$ cat src/rtl/fetch_unit_pkg.sv
// Shared definitions for the instruction fetch stage: FSM states and MIPS field positions.
package fetch_unit_pkg;

    localparam int unsigned INSTR_W    = 32;

    localparam int unsigned OPCODE_LSB = 26;
    localparam int unsigned OPCODE_W   = 6;
    localparam int unsigned RT_LSB     = 16;
    localparam int unsigned RT_W       = 5;
    localparam int unsigned IMM_LSB    = 0;
    localparam int unsigned IMM_W      = 16;
    localparam int unsigned INDEX_LSB  = 0;
    localparam int unsigned INDEX_W    = 26;

    // Word address alignment: low two bits of every fetch address must be zero
    localparam int unsigned ALIGN_W    = 2;

    localparam logic [INSTR_W-1:0] NOP_WORD = 32'h0000_0000;

    typedef enum logic [1:0] {
        ST_IDLE  = 2'd0,
        ST_FETCH = 2'd1,
        ST_EXEC  = 2'd2,
        ST_HALT  = 2'd3
    } fetch_state_e;

    // Extract the opcode field of an instruction word
    function automatic logic [OPCODE_W-1:0] get_opcode(input logic [INSTR_W-1:0] word);
        return word[OPCODE_LSB +: OPCODE_W];
    endfunction

    // Extract the rt register field of an instruction word
    function automatic logic [RT_W-1:0] get_rt(input logic [INSTR_W-1:0] word);
        return word[RT_LSB +: RT_W];
    endfunction

endpackage

$ cat src/rtl/fetch_unit_next_pc_calc.sv
// Next-PC selection for retire: jr > jump > taken branch > sequential, modulo 2^ADDR_W.
module next_pc_calc
    import fetch_unit_pkg::*;
#(
    parameter int unsigned ADDR_W = 32
) (
    input  logic [ADDR_W-1:0]  pc,
    input  logic [INSTR_W-1:0] instr,
    input  logic               branch_taken,
    input  logic               jump,
    input  logic               jr,
    input  logic [ADDR_W-1:0]  jr_target,
    output logic [ADDR_W-1:0]  next_pc,
    output logic               misaligned
);

    logic [IMM_W-1:0]   imm;
    logic [INDEX_W-1:0] index;
    logic [ADDR_W-1:0]  seq_pc;
    logic [ADDR_W-1:0]  br_offset;
    logic [ADDR_W-1:0]  br_pc;
    logic [ADDR_W-1:0]  j_pc;
    logic               unused_opcode;

    assign imm   = instr[IMM_LSB +: IMM_W];
    assign index = instr[INDEX_LSB +: INDEX_W];

    // Opcode bits are decoded elsewhere; only the offset/index fields matter here
    assign unused_opcode = ^instr[OPCODE_LSB +: OPCODE_W];

    assign seq_pc = pc + ADDR_W'(4);

    // Branch offset is the sign-extended immediate scaled to a byte offset
    assign br_offset = {{(ADDR_W - IMM_W - ALIGN_W){imm[IMM_W-1]}}, imm, {ALIGN_W{1'b0}}};
    assign br_pc     = seq_pc + br_offset;

    // Jump target keeps the upper region bits of the delay-slot address
    assign j_pc = {seq_pc[ADDR_W-1:INDEX_W+ALIGN_W], index, {ALIGN_W{1'b0}}};

    // Prioritised target select
    always_comb begin
        next_pc = seq_pc;
        if (jr) begin
            next_pc = jr_target;
        end else if (jump) begin
            next_pc = j_pc;
        end else if (branch_taken) begin
            next_pc = br_pc;
        end
    end

    // Only a register target can be unaligned; the check covers every path anyway
    assign misaligned = (next_pc[ALIGN_W-1:0] != '0);

endmodule

$ cat src/rtl/fetch_unit.sv
// Instruction fetch stage: PC register, imem req/ready handshake, instruction register.
module fetch_unit
    import fetch_unit_pkg::*;
#(
    parameter int unsigned      ADDR_W   = 32,
    parameter logic [ADDR_W-1:0] RESET_PC = 32'h0000_0000
) (
    input  logic                clk,
    input  logic                reset,

    output logic                imem_req,
    output logic [ADDR_W-1:0]   imem_addr,
    input  logic                imem_ready,
    input  logic [INSTR_W-1:0]  imem_rdata,

    output logic [INSTR_W-1:0]  instr,
    output logic [OPCODE_W-1:0] opcode,
    output logic [RT_W-1:0]     rt_field,
    output logic                instr_valid,
    output logic [ADDR_W-1:0]   pc,
    output logic [ADDR_W-1:0]   pc_plus4,

    input  logic                retire,
    input  logic                branch_taken,
    input  logic                jump,
    input  logic                jr,
    input  logic [ADDR_W-1:0]   jr_target,

    output logic                fault
);

    fetch_state_e      state;
    logic [ADDR_W-1:0] next_pc;
    logic              next_misaligned;

    next_pc_calc #(
        .ADDR_W (ADDR_W)
    ) u_next_pc_calc (
        .pc           (pc),
        .instr        (instr),
        .branch_taken (branch_taken),
        .jump         (jump),
        .jr           (jr),
        .jr_target    (jr_target),
        .next_pc      (next_pc),
        .misaligned   (next_misaligned)
    );

    // Decoder-facing views derived straight from the architectural registers
    assign opcode    = get_opcode(instr);
    assign rt_field  = get_rt(instr);
    assign pc_plus4  = pc + ADDR_W'(4);
    assign imem_addr = pc;

    // Fetch sequencer: issue request, capture word, wait for retire, advance or halt
    always_ff @(posedge clk) begin
        if (reset) begin
            state       <= ST_IDLE;
            pc          <= RESET_PC;
            instr       <= NOP_WORD;
            instr_valid <= 1'b0;
            imem_req    <= 1'b0;
            fault       <= 1'b0;
        end else begin
            case (state)
                ST_IDLE: begin
                    imem_req <= 1'b1;
                    state    <= ST_FETCH;
                end

                ST_FETCH: begin
                    if (imem_ready) begin
                        instr       <= imem_rdata;
                        instr_valid <= 1'b1;
                        imem_req    <= 1'b0;
                        state       <= ST_EXEC;
                    end
                end

                ST_EXEC: begin
                    if (retire) begin
                        instr_valid <= 1'b0;
                        if (next_misaligned) begin
                            // Keep the faulting instruction's PC visible for debug
                            fault <= 1'b1;
                            state <= ST_HALT;
                        end else begin
                            pc       <= next_pc;
                            imem_req <= 1'b1;
                            state    <= ST_FETCH;
                        end
                    end
                end

                ST_HALT: begin
                    imem_req    <= 1'b0;
                    instr_valid <= 1'b0;
                end

                default: begin
                    imem_req    <= 1'b0;
                    instr_valid <= 1'b0;
                    state       <= ST_IDLE;
                end
            endcase
        end
    end

endmodule

$ cat config.mk
export PLATFORM = sky130hd
export DESIGN_NAME = fetch_unit
export DESIGN_NICKNAME = d
export VERILOG_FILES = /design/src/rtl/fetch_unit_pkg.sv /design/src/rtl/fetch_unit_next_pc_calc.sv /design/src/rtl/fetch_unit.sv
export SDC_FILE = /design/constraint.sdc
export NUM_CORES = 1
export LEC_CHECK = 0
export BUFFER_PORTS_ARGS = -buffer_cell sky130_fd_sc_hd__buf_2
export CELL_PAD_IN_SITES_DETAIL_PLACEMENT = 0
export CELL_PAD_IN_SITES_GLOBAL_PLACEMENT = 1
export CORE_MARGIN = 10
export CORE_UTILIZATION = 36
export DETAILED_ROUTE_END_ITERATION = 10
export PLACE_DENSITY = 0.78
export SYNTH_ARGS = -nofsm -noshare
export SYNTH_HDL_FRONTEND = slang
export SYNTH_SLANG_ARGS = --single-unit
$ cat constraint.sdc
create_clock -name clk -period 4.9 [get_ports clk]
set_clock_uncertainty 0.1 [all_clocks]
set_input_delay 0.49 -clock clk [delete_from_list [all_inputs] [get_ports clk]]
set_output_delay 0.49 -clock clk [all_outputs]
set_load 0.03 [all_outputs]
==> out/results.tsv, run 1 <==
stage	metric	value	unit
run	max cap viols	0	
timing	Fin. Hold Viols	0	
logic_synthesis	syn avg cell area	7.54	um^2
cts	Clock Latency Late Sink	0.35	ns
grt	initial antenna violation count	1	
power	Max VDD drop	0.154	mV
timing	setup TNS	0	ns
status	status	finished, final reports clean	
setup_path	Crit. End Element	register	
logic_synthesis	warnings from Yosys	0	
timing	Tmin final	4.33	ns
power	Pleak	3.41	nW
cts	clock buffers created by TritonCTS	9	
timing	Tightest Pin Transition	1.02	ns
cts	CTS Sinks	69	
drt	vias	6186	
timing	final worst slack	0.574	ns
logic_synthesis	distinct cell type count after synthesis	77	
cts	clk slew on worst S/H paths	0.07	ns
setup_path	crit-path leading delay family	simple AND/OR/NAND/NOR gates	
setup_path	crit path DAT	4.47	ns
drt	DR pass1 iterations	5	
cts	CTS tree	built	
logic_synthesis	post-synthesis compound-gate area fraction	0.259	
grt	largest net degree at the start of global routing	51	
setup_path	CP max FO	9	
timing	number of max-slew violations in the final report	0	
setup_path	worst reg2reg setup slack	0.57	ns
timing	final hold slack	0.274	ns
setup_path	Worst setup SP type	register	
hold_path	Hold/Removal Path Class	input port to register	
setup_path	kind of critical path	register to register	
floorplan	Core Area	0.0159	mm^2
layout	area growth from synthesis to layout	19.1	%
setup_path	CP Buf/Inv Count	1	
logic_synthesis	simple-gate share of the synthesized area	0.225	
layout	layout cell share with drive strength beyond 1	0.282	
floorplan	Die X	148	um
placement	pre-CTS WS	0.613	ns
drt	antenna viol nets, final	0	
floorplan	Die Area	0.0219	mm^2
drt	per-cell routed wire length	20.1	um
hold_path	Hold Crit Depth	3	
setup_path	worst r2r path cells	15	
floorplan	I/O Pins	213	
logic_synthesis	mux cell area share after synthesis	0.0172	
grt	global route overflow	0	
grt	number of global-route vias before repair	6071	
grt	global-route wire length before repair	35.4	mm
floorplan	Rows	46	
setup_path	Worst Setup SP	imem_addr[8]$_SDFFE_PP0P_	
placement	hpwl dp	17.6	mm
hold_path	hold path endpoint	instr[14]$_SDFFE_PP0P_	
logic_synthesis	number of synthesized flops with an enable pin	0	
layout	Layout Nets	1039	
setup_path	critical path, cell by cell	and4_1 > nand2_1 > nor2_1 > nand4_1 > nor2_1 > xor2_1 > ha_1 > nand4_1 > inv_1 > a21oi_1 > or2_2 > a21oi_2 > or3_2 > a311o_1 > a31o_1	
timing	setup violators final	0	
power	Cell Pwr Density	237	mW/mm^2
drt	overall routed net length	23.0	mm
setup_path	WP data required	5.05	ns
logic_synthesis	synthesized cell area	0.00589	mm^2
drt	routed vias/inst	5.39	
floorplan	Die H	148	um
cts	clock buffer depth	2	
logic_synthesis	FFs w/ async S/R, synth	0	
layout	# diodes	0	
placement	routability cong.	0.943	
logic_synthesis	synthesized flop and latch total	69	
setup_path	worst r2r src	imem_addr[8]$_SDFFE_PP0P_	
timing	unrepaired setup endpoints after global routing	false	
logic_synthesis	XOR/XNOR Fraction of Synth Area	0.0699	
setup_path	RR Endpoint	imem_addr[27]$_SDFFE_PP0P_	
logic_synthesis	synthesized instance count	781	
setup_path	CP max-delay cell	dfxtp_1	
placement	port bufs	212	
power	total power	1.66	mW
logic_synthesis	post-synthesis adder-cell area fraction	0.0884	
logic_synthesis	most used flip-flop cell after synthesis	dfxtp_1	
cts	number of setup buffers added after CTS	0	
grt	GR Util All Layers	0.203	
drt	DR DRC count	0	
setup_path	Crit path largest cell delay	0.50	ns
timing	Fmax achieved	231	MHz
cts	cts repair resizes	0	
cts	CTS H-tree lvls	3	
floorplan	Starting Density	0.369	
cts	Post-CTS Hold Buffers	0	
timing	Rel. slew slack	0.317	
drt	Initial DRC Count	512	
logic_synthesis	main combinational cell family by area after synthesis	compound AO/OA/AOI/OAI gates	
hold_path	hold_sp	imem_rdata[14]	
logic_synthesis	sequential area share after synthesis	0.235	
logic_synthesis	syn_nets	893	
cts	Clk Tree Root Cell	clkbuf_16	
timing	Tcrit/Tclk final	0.883	
## cell usage in the layout (no fill, tap or decap), types with 3 or more instances in the layout
| cell | count |
|---|---|
| buf_2 | 212 |
| nand2_1 | 122 |
| a21oi_1 | 94 |
| dfxtp_1 | 69 |
| nor2_1 | 55 |
| ha_1 | 40 |
| xnor2_1 | 28 |
| o21ai_0 | 27 |
| nand3_1 | 22 |
| xor2_1 | 19 |
| o211ai_1 | 17 |
| and3_1 | 16 |
| a211oi_1 | 15 |
| inv_1 | 13 |
| nand4_1 | 13 |
| a21o_1 | 11 |
| mux2i_1 | 9 |
| clkbuf_16 | 9 |
| nor3_1 | 8 |
| and2_1 | 8 |
| buf_4 | 8 |
| o22ai_1 | 6 |
| a31oi_1 | 6 |
| nand2b_1 | 6 |
| a21boi_0 | 5 |
| o21a_1 | 5 |
| or2_2 | 4 |
| o31ai_1 | 4 |
| or3_1 | 4 |
| nor2b_1 | 4 |
| o21bai_1 | 4 |
| and4_1 | 3 |
| o221ai_1 | 3 |
| a211o_1 | 3 |
| nor4_1 | 3 |
## power breakdown
part / leakage (nW) / total, mW / switching [mW] / internal (mW)
Clock: 0.142 / 0.693 / 0.296 / 0.397
Sequential: 0.560 / 0.615 / 0.0297 / 0.586
Combinational: 2.71 / 0.354 / 0.237 / 0.116
Total: 3.41 / 1.66 / 0.564 / 1.10
## state kept, by name, indices dropped and copies added (netlist names)
register and cells:
state 2, instr 32, imem_addr 32, imem_req 1, fault 1, instr_valid 1
## area by class of cell
cell class                 instances  area [um^2]
clock buffer                       9          225
clock inverter                     7         72.6
fill                            1700         8930
inverter                          14         52.6
multi-input combinational        613         3890
sequential                        69         1380
tap                              216          270
timing repair buffer             220         1120
## cells in the mapped netlist, drive strengths merged (2+ instances only)
library cell,number,share of area
xor2,19,0.028
a311o,2,0.0034
o211ai,17,0.022
ha,40,0.085
a211o,3,0.0045
o21bai,4,0.0051
nand2,122,0.078
o31ai,4,0.0051
nand3,22,0.019
a221oi,2,0.0040
nor2b,4,0.0043
o221ai,4,0.0070
buf,51,0.063
or3,6,0.0074
a31oi,6,0.0064
nor2,57,0.037
mux2i,9,0.015
nand2b,6,0.0064
a31o,3,0.0045
o21ai,28,0.024
nand4b,2,0.0030
or2,4,0.0043
a21o,11,0.014
and3,17,0.018
o21a,5,0.0064
a21oi,96,0.083
xnor2,28,0.042
and4,3,0.0045
a311oi,3,0.0055
and2,9,0.010
a21boi,5,0.0064
dfxtp,69,0.23
a211oi,15,0.019
nand4,13,0.014
o2111ai,2,0.0030
o41ai,2,0.0030
clkbuf,34,0.034
o22a,2,0.0030
inv,13,0.0083
nor3,9,0.0085
nor4,5,0.0074
o22ai,6,0.0064
## cells by family after synthesis
kind of cell             count (synthesis)
buffers and inverters                   99
AO/OA/AOI/OAI                          233
adder cells (fa/ha/maj)                 41
AND/OR/NAND/NOR                        282
flip-flops                              69
XOR/XNOR                                47
multiplexers                            10
## routing by layer
layer	track usage	up-vias	share of wire
li1	-	3065	-
met2	0.333	222	0.48
met4	0.0520	2	0.013
met1	0.253	2873	0.44
met3	0.0598	24	0.075
met5	0	-	0.00056
## worst reg2reg max path, stage by stage (launching register included)
cell,delay (ns)
dfxtp_1,0.50
and4_1,0.37
nand2_1,0.15
nor2_1,0.24
nand4_1,0.18
nor2_1,0.14
xor2_1,0.34
ha_1,0.40
nand4_1,0.19
inv_1,0.05
a21oi_1,0.25
or2_2,0.21
a21oi_2,0.07
or3_2,0.45
a311o_1,0.36
a31o_1,0.22
## worst max path at each step
stage                                 end  slack [ns]  cells after the start
4_1_cts        imem_addr[27]$_SDFFE_PP0P_        0.59                     15
6_report       imem_addr[27]$_SDFFE_PP0P_        0.57                     15
3_3_place_gp   imem_addr[27]$_SDFFE_PP0P_        0.63                     15
5_1_grt        imem_addr[27]$_SDFFE_PP0P_        0.30                     15
3_5_place_dp   imem_addr[27]$_SDFFE_PP0P_        0.61                     15
2_1_floorplan  imem_addr[27]$_SDFFE_PP0P_        0.51                     16
## per-stage QoR
stage | cell area, um^2 | utilization | std cells
5_1_grt | 7010 | 0.440 | 1148
2_1_floorplan | 5890 | - | 781
6_report | 7010 | 0.440 | 1148
3_5_place_dp | 6710 | 0.421 | 1132
3_3_place_gp | 6710 | 0.421 | 1132
4_1_cts | 7010 | 0.440 | 1148
(Power assumes the default switching activity.)
==> run 2, diff against run 1 <==
Settings changed: CORE_ASPECT_RATIO from default to 0.6.
==> out/results.tsv, run 2 (synthesized netlist as in run 1, its figures left out) <==
stage	metric	value	unit	change
setup_path	Worst setup SP type	register		
timing	Fin. Hold Viols	0		unchanged
grt	initial antenna violation count	3		+2
drt	per-cell routed wire length	20.7	um	+3.3%
floorplan	Die X	185	um	+25%
timing	number of max-slew violations in the final report	0		unchanged
drt	routed vias/inst	5.50		+2.1%
placement	pre-CTS WS	0.542	ns	-0.0715 ns
floorplan	I/O Pins	213		unchanged
status	status	finished, final reports clean		
setup_path	worst reg2reg setup slack	0.39	ns	-0.18 ns
setup_path	worst r2r src	imem_addr[2]$_SDFFE_PP0P_		
cts	cts repair resizes	0		unchanged
timing	unrepaired setup endpoints after global routing	false		
floorplan	Rows	36		-22%
setup_path	crit path DAT	4.67	ns	+0.20 ns
layout	final std cells w/o fill	1144		-0.35%
timing	Rel. slew slack	0.346		+0.0294
hold_path	Hold Crit Depth	3		unchanged
power	Switch Pwr	564	uW	about the same
cts	number of setup buffers added after CTS	0		unchanged
cts	Post-CTS Hold Buffers	0		unchanged
grt	GR Util All Layers	0.208		+0.00537
power	sequential share of power	0.381		+0.011
timing	final worst slack	0.393	ns	-0.181 ns
drt	Initial DRC Count	502		-2.0%
floorplan	Core Area	0.0161	mm^2	+1.1%
drt	DR pass1 iterations	5		unchanged
power	combinational power share	0.223		+0.010
power	Sw Ratio	0.350		+0.0109
grt	global route overflow	0		unchanged
cts	Clk Tree Root Cell	clkbuf_16		
setup_path	RR Endpoint	imem_addr[31]$_SDFFE_PP0P_		
grt	number of global-route vias before repair	6098		+0.44%
layout	Layout Nets	1039		unchanged
layout	commonest non-fill, non-tap cell in the layout	buf_2		
layout	commonest cells after routing, fill and taps aside	buf_2 (212), nand2_1 (122), a21oi_1 (94)		
placement	routability cong.	0.936		-0.76%
power	clock network power share	0.396		-0.021
setup_path	Crit. End Element	register		
drt	overall routed net length	23.7	mm	+2.9%
floorplan	Starting Density	0.365		-0.00418
drt	DR DRC count	0		unchanged
layout	final core occ	0.433		-0.00638
cts	clock buffers created by TritonCTS	9		unchanged
drt	vias	6292		+1.7%
drt	antenna viol nets, final	0		unchanged
layout	Filler Cells Inserted	1729		+1.7%
cts	CTS Sinks	69		unchanged
floorplan	Die H	119	um	-19%
floorplan	Die Area	0.0220	mm^2	+0.76%
cts	CTS H-tree lvls	3		unchanged
run	max cap viols	0		unchanged
timing	setup violators final	0		unchanged
timing	setup TNS	0	ns	unchanged
hold_path	hold_sp	imem_rdata[22]		
cts	Clock Latency Late Sink	0.34	ns	about the same
timing	Fmax achieved	222	MHz	-4.0%
setup_path	worst r2r path cells	15		unchanged
power	Max VDD drop	0.141	mV	-8.3%
placement	port bufs	212		unchanged
grt	largest net degree at the start of global routing	44		-14%
power	Cell Pwr Density	230	mW/mm^2	-2.8%
hold_path	hold path endpoint	instr[22]$_SDFFE_PP0P_		
cts	clock buffer depth	2		unchanged
timing	Tmin final	4.51	ns	+0.181 ns
timing	Tcrit/Tclk final	0.920		+0.0369
placement	dpl cells	1125		-0.62%
power	Int Pwr	1.05	mW	-4.7%
setup_path	kind of critical path	register to register		
placement	hpwl dp	18.1	mm	+3.1%
setup_path	WP data required	5.06	ns	about the same
layout	area growth from synthesis to layout	18.7	%	
cts	CTS tree	built		
power	Pleak	3.40	nW	-0.30%
setup_path	CP max FO	7		-2
grt	global-route wire length before repair	36.5	mm	+3.1%
layout	layout cell share with drive strength beyond 1	0.282		unchanged
hold_path	Hold/Removal Path Class	input port to register		
cts	clk slew on worst S/H paths	0.07	ns	about the same
timing	Tightest Pin Transition	0.980	ns	-0.0441 ns
run 2: cell types whose count changed in the layout (fill, tap and decap cells not counted), sizes merged:
| cell | before | now |
|---|---|---|
| bufinv | 1 | 0 |
| clkinv | 3 | 5 |
| diode | 0 | 3 |
| inv | 15 | 14 |
run 2: worst max-delay path: stages (launching register included):
cell and delay, ns:
dfxtp_1 0.43, ha_1 0.25, and4_1 0.36, nand3_1 0.32, nor3_2 0.49, and3_1 0.23, xor2_1 0.28, ha_1 0.36
a21o_1 0.21, a21o_1 0.19, a21oi_1 0.29, o211a_1 0.23, a221oi_2 0.07, xor2_1 0.17, and3_1 0.21, o32ai_2 0.22
run 2: routing by layer:
metal	global-route usage	routed length [um]
met1	0.295	11400
met2	0.305	9790
met3	0.0638	2310
met4	0.0354	230
met5	0	0
run 2: area by class of cell:
type / instances / area [um^2] / area share
timing repair buffer: 220 / 1120 / 0.160
clock buffer: 9 / 225 / 0.0322
inverter: 14 / 52.6 / 0.00752
antenna: 3 / 7.51 / 0.00107
sequential: 69 / 1380 / 0.198
multi-input combinational: 613 / 3890 / 0.556
clock inverter: 7 / 51.3 / 0.00734
tap: 209 / 262 / 0.0374
run 2: worst max-delay path by stage:
stage,start,endpoint,slack [ns]
after floorplan,imem_addr[4]$_SDFFE_PP0P_,imem_addr[27]$_SDFFE_PP0P_,0.51
after global placement,imem_addr[2]$_SDFFE_PP0P_,imem_addr[31]$_SDFFE_PP0P_,0.69
after detailed placement,imem_addr[2]$_SDFFE_PP0P_,imem_addr[31]$_SDFFE_PP0P_,0.54
after CTS,imem_addr[2]$_SDFFE_PP0P_,imem_addr[31]$_SDFFE_PP0P_,0.50
after global routing,imem_addr[2]$_SDFFE_PP0P_,imem_addr[31]$_SDFFE_PP0P_,0.21
final,imem_addr[2]$_SDFFE_PP0P_,imem_addr[31]$_SDFFE_PP0P_,0.39
run 2: per-stage QoR:
stage                     instance area [um^2]  total power, mW  hold WS [ns]
final                                     6990             1.61         0.281
after global routing                      6980             1.68         0.279
after CTS                                 6980             1.63         0.273
after detailed placement                  6700            0.985         0.359
after global placement                    6700            0.986         0.355
after floorplan                           5890            0.875         0.388
run 2: power by group through the flow:
stage / clock network [mW] / registers [mW] / logic (mW)
3_3_place_gp: 0 / 0.627 / 0.359
4_1_cts: 0.652 / 0.614 / 0.359
6_report: 0.637 / 0.614 / 0.359
2_1_floorplan: 0 / 0.665 / 0.210
3_5_place_dp: 0 / 0.627 / 0.358
5_1_grt: 0.674 / 0.618 / 0.392
==> run 3, diff against run 2 <==
Settings changed: REMOVE_ABC_BUFFERS from default to 1.
==> out/results.tsv, run 3 (synthesized netlist as in run 1, its figures left out) <==
stage	metric	value	unit	change
drt	per-cell routed wire length	20.6	um	-0.61%
drt	Initial DRC Count	436		-13%
setup_path	Crit. End Element	register		
timing	number of max-slew violations in the final report	0		unchanged
floorplan	I/O Pins	213		unchanged
power	Pleak	3.41	nW	+0.32%
timing	Tightest Pin Transition	0.908	ns	-0.0714 ns
cts	cts repair resizes	0		unchanged
setup_path	crit path DAT	4.61	ns	-0.06 ns
cts	Clock Latency Late Sink	0.35	ns	about the same
cts	CTS H-tree lvls	3		unchanged
floorplan	Die X	185	um	unchanged
timing	unrepaired setup endpoints after global routing	false		
layout	commonest non-fill, non-tap cell in the layout	buf_2		
timing	setup violators final	0		unchanged
cts	number of setup buffers added after CTS	0		unchanged
floorplan	Core Area	0.0161	mm^2	unchanged
drt	routed vias/inst	5.48		-0.34%
grt	global-route wire length before repair	35.8	mm	-1.7%
placement	pre-CTS WS	0.605	ns	+0.0629 ns
status	status	finished, final reports clean		
timing	setup TNS	0	ns	unchanged
drt	antenna viol nets, final	0		unchanged
layout	area growth from synthesis to layout	19.1	%	
timing	Fmax achieved	225	MHz	+1.5%
power	Cell Pwr Density	231	mW/mm^2	+0.35%
floorplan	Rows	36		unchanged
grt	largest net degree at the start of global routing	44		unchanged
setup_path	CP max FO	7		unchanged
floorplan	Die H	119	um	unchanged
timing	Rel. slew slack	0.395		+0.0483
run	max cap viols	0		unchanged
layout	layout cell share with drive strength beyond 1	0.284		+0.00230
floorplan	Die Area	0.0220	mm^2	unchanged
grt	number of global-route vias before repair	6017		-1.3%
cts	clk slew on worst S/H paths	0.07	ns	about the same
layout	Layout Nets	1042		+0.29%
grt	initial antenna violation count	2		-1
drt	vias	6276		-0.25%
setup_path	WP data required	5.07	ns	about the same
cts	CTS Sinks	69		unchanged
placement	port bufs	212		unchanged
cts	clock buffers created by TritonCTS	9		unchanged
drt	DR DRC count	0		unchanged
cts	CTS tree	built		
cts	clock buffer depth	2		unchanged
power	Max VDD drop	0.145	mV	+2.5%
cts	Post-CTS Hold Buffers	0		unchanged
grt	global route overflow	0		unchanged
hold_path	Hold/Removal Path Class	input port to register		
floorplan	Starting Density	0.365		unchanged
timing	Fin. Hold Viols	0		unchanged
timing	Tmin final	4.44	ns	-0.0663 ns
layout	commonest cells after routing, fill and taps aside	buf_2 (212), nand2_1 (122), a21oi_1 (94)		
setup_path	Worst setup SP type	register		
grt	GR Util All Layers	0.205		-0.00307
placement	routability cong.	0.907		-3.1%
placement	hpwl dp	18.2	mm	+0.37%
drt	overall routed net length	23.6	mm	-0.52%
cts	Clk Tree Root Cell	clkbuf_16		
timing	final worst slack	0.460	ns	+0.0663 ns
timing	Tcrit/Tclk final	0.906		-0.0135
drt	DR pass1 iterations	5		unchanged
setup_path	kind of critical path	register to register		
==> run 3: path summary, 6_finish.rpt <==
kind | start | end | slack, ns | cells after the start
max reg2reg | imem_addr[2]$_SDFFE_PP0P_ | imem_addr[31]$_SDFFE_PP0P_ | 0.46 | 15
min reg2reg | instr_valid$_SDFFE_PP0P_ | instr_valid$_SDFFE_PP0P_ | 0.37 | 2
max | imem_addr[2]$_SDFFE_PP0P_ | imem_addr[31]$_SDFFE_PP0P_ | 0.46 | 15
min | imem_rdata[30] | instr[30]$_SDFFE_PP0P_ | 0.28 | 3
==> run 3: routing by layer <==
metal | global-route usage | vias to the layer above | part of all wire
li1 | - | 3067 | -
met5 | 0 | - | 0.00030
met3 | 0.0656 | 10 | 0.093
met1 | 0.304 | 2923 | 0.51
met4 | 0.0273 | 2 | 0.0047
met2 | 0.284 | 274 | 0.39
==> run 3: area by class of cell <==
cell class                      instances  area, um^2
Antenna cell                            1        2.50
Clock buffer                            9         225
Clock inverter                          7        57.6
Fill cell                            1710        9110
Inverter                               14        52.6
Multi-Input combinational cell        613        3890
Sequential cell                        69        1380
Tap cell                              209         262
Timing Repair Buffer                  223        1140
==> run 3: report_power, final <==
group	switching (mW)	total, mW	leakage (nW)	internal [mW]
Combinational	0.241	0.359	2.72	0.117
Clock	0.299	0.649	0.129	0.350
Sequential	0.0285	0.614	0.560	0.585
==> run 3: worst max-delay path: stages, from the launching register on <==
cell	delay, ns
dfxtp_1	0.42
ha_1	0.25
and4_1	0.38
nand3_1	0.34
nor3_2	0.51
and3_1	0.24
xor2_1	0.24
ha_1	0.34
a21o_1	0.21
a21o_1	0.18
a21oi_1	0.27
o211a_1	0.21
a221oi_2	0.07
xor2_1	0.17
and3_1	0.20
o32ai_2	0.22
==> run 3: metrics by stage <==
step | total power, mW | hold slack, ns | cell area, um^2 | instances | util
2_1_floorplan | 0.835 | 0.382 | 5320 | 696 | -
3_3_place_gp | 0.986 | 0.344 | 6730 | 1128 | 0.417
3_5_place_dp | 0.985 | 0.362 | 6730 | 1128 | 0.417
4_1_cts | 1.64 | 0.263 | 7010 | 1144 | 0.435
5_1_grt | 1.69 | 0.265 | 7010 | 1144 | 0.435
6_report | 1.62 | 0.276 | 7010 | 1145 | 0.435
